`config.mk`:
```
export PLATFORM = sky130hd
export DESIGN_NAME = dest_reg_scoreboard
export DESIGN_NICKNAME = d
export VERILOG_FILES = /design/src/rtl/dest_reg_scoreboard.sv
export SDC_FILE = /design/constraint.sdc
export NUM_CORES = 1
export LEC_CHECK = 0
export ABC_AREA = 1
export BUFFER_PORTS_ARGS = -buffer_cell sky130_fd_sc_hd__buf_2
export CORE_UTILIZATION = 53
export CTS_CLUSTER_SIZE = 10
export DETAILED_ROUTE_END_ITERATION = 12
export PLACE_DENSITY = 0.78
export SYNTH_ARGS = -nofsm -noshare
export SYNTH_HDL_FRONTEND = slang
export SYNTH_SLANG_ARGS = --single-unit
export TNS_END_PERCENT = 5
```
`constraint.sdc`:
```
create_clock -name clk -period 3.45 [get_ports clk]
set_clock_uncertainty 0.05 [all_clocks]
set_input_delay 0.1725 -clock clk [delete_from_list [all_inputs] [get_ports clk]]
set_output_delay 0.1725 -clock clk [all_outputs]
set_load 0.005 [all_outputs]
```
`src/rtl/dest_reg_scoreboard.sv`:
```
// rtl/dest_reg_scoreboard.sv - destination register pending-write scoreboard for the 5-stage pipeline
//
// Tracks how many writes are in flight to each architectural register between
// decode/issue and writeback, and tells decode whether its source registers
// (rs, rt) are still waiting on a result.
//
// Ports:
//   clk          pipeline clock, rising edge
//   rst_n        asynchronous active-low reset
//   issue_valid  instruction leaving decode this cycle
//   issue_we     issuing instruction writes a register
//   issue_rd     destination register of the issuing instruction
//   wb_valid     writeback commits a register write this cycle
//   wb_rd        register written at writeback
//   rs, rt       decode-stage source registers
//   rs_busy      rs has a pending write
//   rt_busy      rt has a pending write
//   stall        rs_busy | rt_busy
//   inflight     total pending writes across all registers
//   err          sticky overflow/underflow flag, cleared only by reset
//
// Optional build macro:
//   SCOREBOARD_WB_BYPASS_EN  write-first register file model: a source whose
//                            last pending write retires this cycle reads as
//                            not busy in that same cycle.

module dest_reg_scoreboard #(
    parameter int NUM_REGS = 32,
    parameter int ADDR_W   = 5,
    parameter int CNT_W    = 2
) (
    input  logic                    clk,
    input  logic                    rst_n,
    input  logic                    issue_valid,
    input  logic                    issue_we,
    input  logic [ADDR_W-1:0]       issue_rd,
    input  logic                    wb_valid,
    input  logic [ADDR_W-1:0]       wb_rd,
    input  logic [ADDR_W-1:0]       rs,
    input  logic [ADDR_W-1:0]       rt,
    output logic                    rs_busy,
    output logic                    rt_busy,
    output logic                    stall,
    output logic [ADDR_W+CNT_W-1:0] inflight,
    output logic                    err
);

    localparam int               INF_W   = ADDR_W + CNT_W;
    localparam logic [CNT_W-1:0] CNT_MAX = {CNT_W{1'b1}};

    // Register 0 is hardwired zero, so it gets no counter at all.
    logic [CNT_W-1:0] cnt_q [1:NUM_REGS-1];
    logic [CNT_W-1:0] cnt_d [1:NUM_REGS-1];
    logic [INF_W-1:0] inflight_q;
    logic [INF_W-1:0] inflight_d;
    logic             err_q;
    logic             err_d;

    logic             issue_ev;
    logic             retire_ev;
    logic             same_reg;
    logic             do_inc;
    logic             do_dec;
    logic             ovf;
    logic             udf;

    logic [CNT_W-1:0] cnt_issue;
    logic [CNT_W-1:0] cnt_wb;
    logic [CNT_W-1:0] cnt_rs;
    logic [CNT_W-1:0] cnt_rt;

    logic             rs_fwd;
    logic             rt_fwd;

    // Counter read ports; address 0 falls through to the default of 0.
    always_comb begin
        cnt_issue = '0;
        cnt_wb    = '0;
        cnt_rs    = '0;
        cnt_rt    = '0;
        for (int i = 1; i < NUM_REGS; i++) begin
            if (issue_rd == ADDR_W'(i)) cnt_issue = cnt_q[i];
            if (wb_rd    == ADDR_W'(i)) cnt_wb    = cnt_q[i];
            if (rs       == ADDR_W'(i)) cnt_rs    = cnt_q[i];
            if (rt       == ADDR_W'(i)) cnt_rt    = cnt_q[i];
        end
    end

    // Event qualification. An issue and a retire hitting the same register
    // cancel out completely: no count change and no error check, even when the
    // counter sits at zero or at saturation.
    always_comb begin
        issue_ev  = issue_valid && issue_we && (issue_rd != '0);
        retire_ev = wb_valid && (wb_rd != '0);
        same_reg  = issue_ev && retire_ev && (issue_rd == wb_rd);

        ovf    = issue_ev  && !same_reg && (cnt_issue == CNT_MAX);
        udf    = retire_ev && !same_reg && (cnt_wb == '0);
        do_inc = issue_ev  && !same_reg && !ovf;
        do_dec = retire_ev && !same_reg && !udf;
    end

    // Next-state for counters, inflight total and sticky error. When both
    // do_inc and do_dec are set they necessarily target different registers.
    always_comb begin
        for (int i = 1; i < NUM_REGS; i++) begin
            cnt_d[i] = cnt_q[i];
            if (do_inc && (issue_rd == ADDR_W'(i))) begin
                cnt_d[i] = cnt_q[i] + CNT_W'(1);
            end
            if (do_dec && (wb_rd == ADDR_W'(i))) begin
                cnt_d[i] = cnt_q[i] - CNT_W'(1);
            end
        end

        inflight_d = inflight_q;
        case ({do_inc, do_dec})
            2'b10:   inflight_d = inflight_q + INF_W'(1);
            2'b01:   inflight_d = inflight_q - INF_W'(1);
            default: inflight_d = inflight_q;
        endcase

        err_d = err_q || ovf || udf;
    end

    always_ff @(posedge clk or negedge rst_n) begin
        if (!rst_n) begin
            for (int i = 1; i < NUM_REGS; i++) begin
                cnt_q[i] <= '0;
            end
            inflight_q <= '0;
            err_q      <= 1'b0;
        end else begin
            for (int i = 1; i < NUM_REGS; i++) begin
                cnt_q[i] <= cnt_d[i];
            end
            inflight_q <= inflight_d;
            err_q      <= err_d;
        end
    end

    // Write-first bypass: if the only pending write to a source is retiring
    // right now, the register file already returns the new value, so the
    // source need not stall.
    always_comb begin
`ifdef SCOREBOARD_WB_BYPASS_EN
        rs_fwd = wb_valid && (wb_rd == rs) && (cnt_rs == CNT_W'(1));
        rt_fwd = wb_valid && (wb_rd == rt) && (cnt_rt == CNT_W'(1));
`else
        rs_fwd = 1'b0;
        rt_fwd = 1'b0;
`endif
    end

    always_comb begin
        rs_busy  = (rs != '0) && (cnt_rs != '0) && !rs_fwd;
        rt_busy  = (rt != '0) && (cnt_rt != '0) && !rt_fwd;
        stall    = rs_busy || rt_busy;
        inflight = inflight_q;
        err      = err_q;
    end

endmodule

```
==> results by group <==
Outcome
  – Status: finished, violations left
  – Violations in the final reports: setup timing

Placement
  – Gpl congestion: 1.15
  – Buffers on Ports: 35
  – Placed inst area: 8290 um^2
  – Placed cell count: approximately 1500
  – HPWL after DPL: 20.0 mm

Logic synthesis
  – Sequential cell area fraction in the yosys report: 27.0%
  – Mapped Avg Cell Area: 5.81 um^2
  – Cells after Synth: 1117
  – Seq cells post-synth: 70
  – Synthesized area: 6490 um^2
  – YS warnings: 0
  – Asr flop ratio synth: 100%
  – Synth Flop Type: dfrtp_1
  – Synth cell types: 41
  – Syn_nets: 1149
  – EDFF count, synth: 0

Setup path
  – Startpoint types: register
  – FF-to-FF End: inflight[5]
  – Worst R2R Setup Slack: -850 ps
  – Worst EP arrival: about 4500 ps
  – Worst EP required: 3650 ps
  – Slowest library cell on the worst path: dfrtp_1
  – CP max stage delay: between 300 and 400 ps
  – Crit Path Max Fanout: 5
  – CP Capture Type: register
  – Crit path kind: reg -> reg
  – Worst R2R Start: cnt_q[57]
  – Reg2reg path depth: 37
  – Cell mode on critical path: nand2_1

GRT
  – Met1 usage: 53.9%
  – First-pass GRT wire length: approximately 41 mm
  – Met2 GRT Util: a little under two thirds
  – Initial antenna violation count: 0
  – Congestion Overflow GR: 0
  – Vias in the first global route: 7892
  – GR Util All Layers: 42.3%
  – Largest net degree at the start of global routing: 71
  – Met3 global-route usage: between 10% and 20%
  – Top Usage Layer GRT: met2

CTS
  – Clock Tree Buf Depth: 2
  – Clk_lat worst skew: 360 ps
  – CTS H-tree depth: 3
  – CTS Sinks: 70
  – CTS Root Cell: clkbuf_16
  – TritonCTS clock tree: done
  – Clock transition at path regs: 70 ps
  – TritonCTS buffer count: 9

Cells and area
  – Final nets: 1377
  – Commonest non-fill, non-tap cell in the layout: nand2_1
  – Layout Cells excl Fill: 1497
  – Final Instance Area: 8860 um^2
  – Layout cell share with drive strength beyond 1: 23.4%
  – N_diodes: 0
  – Commonest cells after routing, fill and taps aside: 314 x nand2_1, 206 x buf_4, 182 x inv_1
  – FILL cells: 988
  – Area delta synth->final: 36.5%
  – Register area: between 1500 and 2000 um^2
  – Multi-input logic area: 4070 um^2

Routing
  – Vias: 8519
  – Final WL: 26.1 mm
  – ANT nets after route: 0
  – Drt wl/cell: 17.4 um
  – Pre-antenna DRT Iters: 7
  – DR iter-0 viols: ~1100
  – DR DRC count: 0
  – Vias/cell: 5.69

Min path
  – Min-delay worst type: in -> reg
  – Worst hold stages: 4
  – Worst hold endpoint: err
  – HP Start: wb_valid

Floorplan
  – Die Wd: 113 um
  – Die area: 12700 um^2
  – Row cnt: 40
  – Core Area: 12000 um^2
  – Initial Utilization: 54.3%
  – # IOs: 36
  – Die H: 113 um

Timing
  – Setup WS post-layout: -846 ps
  – Slew HR: approximately 36%
  – F_max: between 200 and 250 MHz
  – Final Setup Violations: 16
  – RSZ-0062 raised after global routing: true
  – Tmin final: 4300 ps
  – Final Max Slew Viols: 0
  – Tightest Pin Transition: 961 ps
  – Final hold vios: 0
  – Period utilisation layout: 125%

Power and ir drop
  – VDD IR max: slightly below 0.5 mV
  – Power Density: 537 nW/um^2
  – Pleak: about 4.7 nW

Run
  – Max Cap Viol: 0
==> per-stage QoR <==
step	setup TNS, ps	worst slack, ps	hold WS, ps	util (%)	power (W)
floorplan	-409	-292	-173	-	0.00236
global placement	-11930	-937	321	69.3	0.00335
detailed placement	-14450	-1030	330	69.3	0.00340
CTS	-2340	-714	206	73.1	0.00456
global route	-10940	-1070	257	74.1	0.00499
finish	-3340	-846	203	74.1	0.00476
==> power by group <==
group	switching (W)	total [W]	internal, W
Clock	0.000406	0.00104	0.000633
Sequential	0.000359	0.00150	0.00114
Combinational	0.00124	0.00223	0.000987
==> cell type report <==
cell class | instances | area share [%]
Clock buffer | 10 | 2.58
Inverter | 191 | 8.12
Multi-Input combinational cell | 825 | 45.9
Clock inverter | 6 | 0.974
Tap cell | 147 | 2.07
Timing Repair Buffer | 248 | 20.6
Sequential cell | 70 | 19.8
==> repair_timing <==
| item | 4_1_cts | 5_1_grt |
|---|---|---|
| setup endpoints to repair | 34 | 72 |
| buffers inserted | 5 | 5 |
| endpoints found under the hold margin | 70 | 0 |
| hold buffers | 1 | 0 |
| gates resized for setup | 17 | 23 |
| pin swaps | 27 | 20 |
==> cell usage after synthesis (3+ instances only) <==
cell | number | area share [%]
xor2_1 | 34 | 4.6
nand3_1 | 88 | 6.8
o22ai_1 | 14 | 1.3
o211ai_1 | 3 | 0.35
buf_2 | 9 | 0.69
nor3_1 | 30 | 2.3
dfrtp_1 | 70 | 27
inv_2 | 4 | 0.23
inv_1 | 186 | 11
a31oi_1 | 3 | 0.29
nor2_2 | 6 | 0.58
buf_1 | 3 | 0.17
o21ai_1 | 12 | 0.92
ha_1 | 6 | 1.2
buf_4 | 3 | 0.35
nand4_1 | 33 | 3.2
nor2_1 | 160 | 9.2
o21ai_0 | 66 | 5.1
nor4_1 | 5 | 0.48
o31ai_1 | 3 | 0.35
clkbuf_1 | 15 | 0.87
nand2_1 | 322 | 19
a21oi_1 | 19 | 1.5
==> state kept, by name, summed over array words and instances (netlist names) <==
signal,count
cnt_q,62
inflight,7
err,1
==> worst max path at each step <==
| stage | depth (start not counted) | slack, ps | startpoint | endpoint |
|---|---|---|---|---|
| 5_1_grt | 37 | -1070 | cnt_q[56] | inflight[5] |
| 3_5_place_dp | 39 | -1030 | wb_rd[2] | inflight[6] |
| 3_3_place_gp | 39 | -940 | wb_rd[2] | inflight[6] |
| 2_1_floorplan | 41 | -290 | wb_rd[4] | inflight[6] |
| 6_report | 37 | -850 | cnt_q[57] | inflight[5] |
| 4_1_cts | 37 | -710 | cnt_q[58] | inflight[6] |
==> kinds of logic after synthesis <==
family                     after synthesis  share of synthesized area, %
adders and majority gates                7                          1.46
AOI/OAI and AO/OA                      132                          11.4
DFF                                     70                          27.0
and+or+nand+nor                        650                          42.0
buffers and inverters                  222                          13.3
xor gates and xnor gates                36                          4.86
==> per-layer routing <==
metal,share of wire [%],vias to the layer above,wire length (um)
met4,6.4,0,1680
met1,38,3785,9870
met5,0,-,0
li1,-,4002,-
met3,13,146,3500
met2,42,586,11100
==> critical path, delay by kind of cell, from the launching register on <==
| family | cells | cell delay (ps) |
|---|---|---|
| flops | 1 | 390 |
| fa+ha+maj | 2 | 490 |
| buf+inv | 3 | 350 |
| compound gates | 5 | 570 |
| simple gates | 27 | 2350 |
No activity file was read; power rests on OpenSTA's default activity.
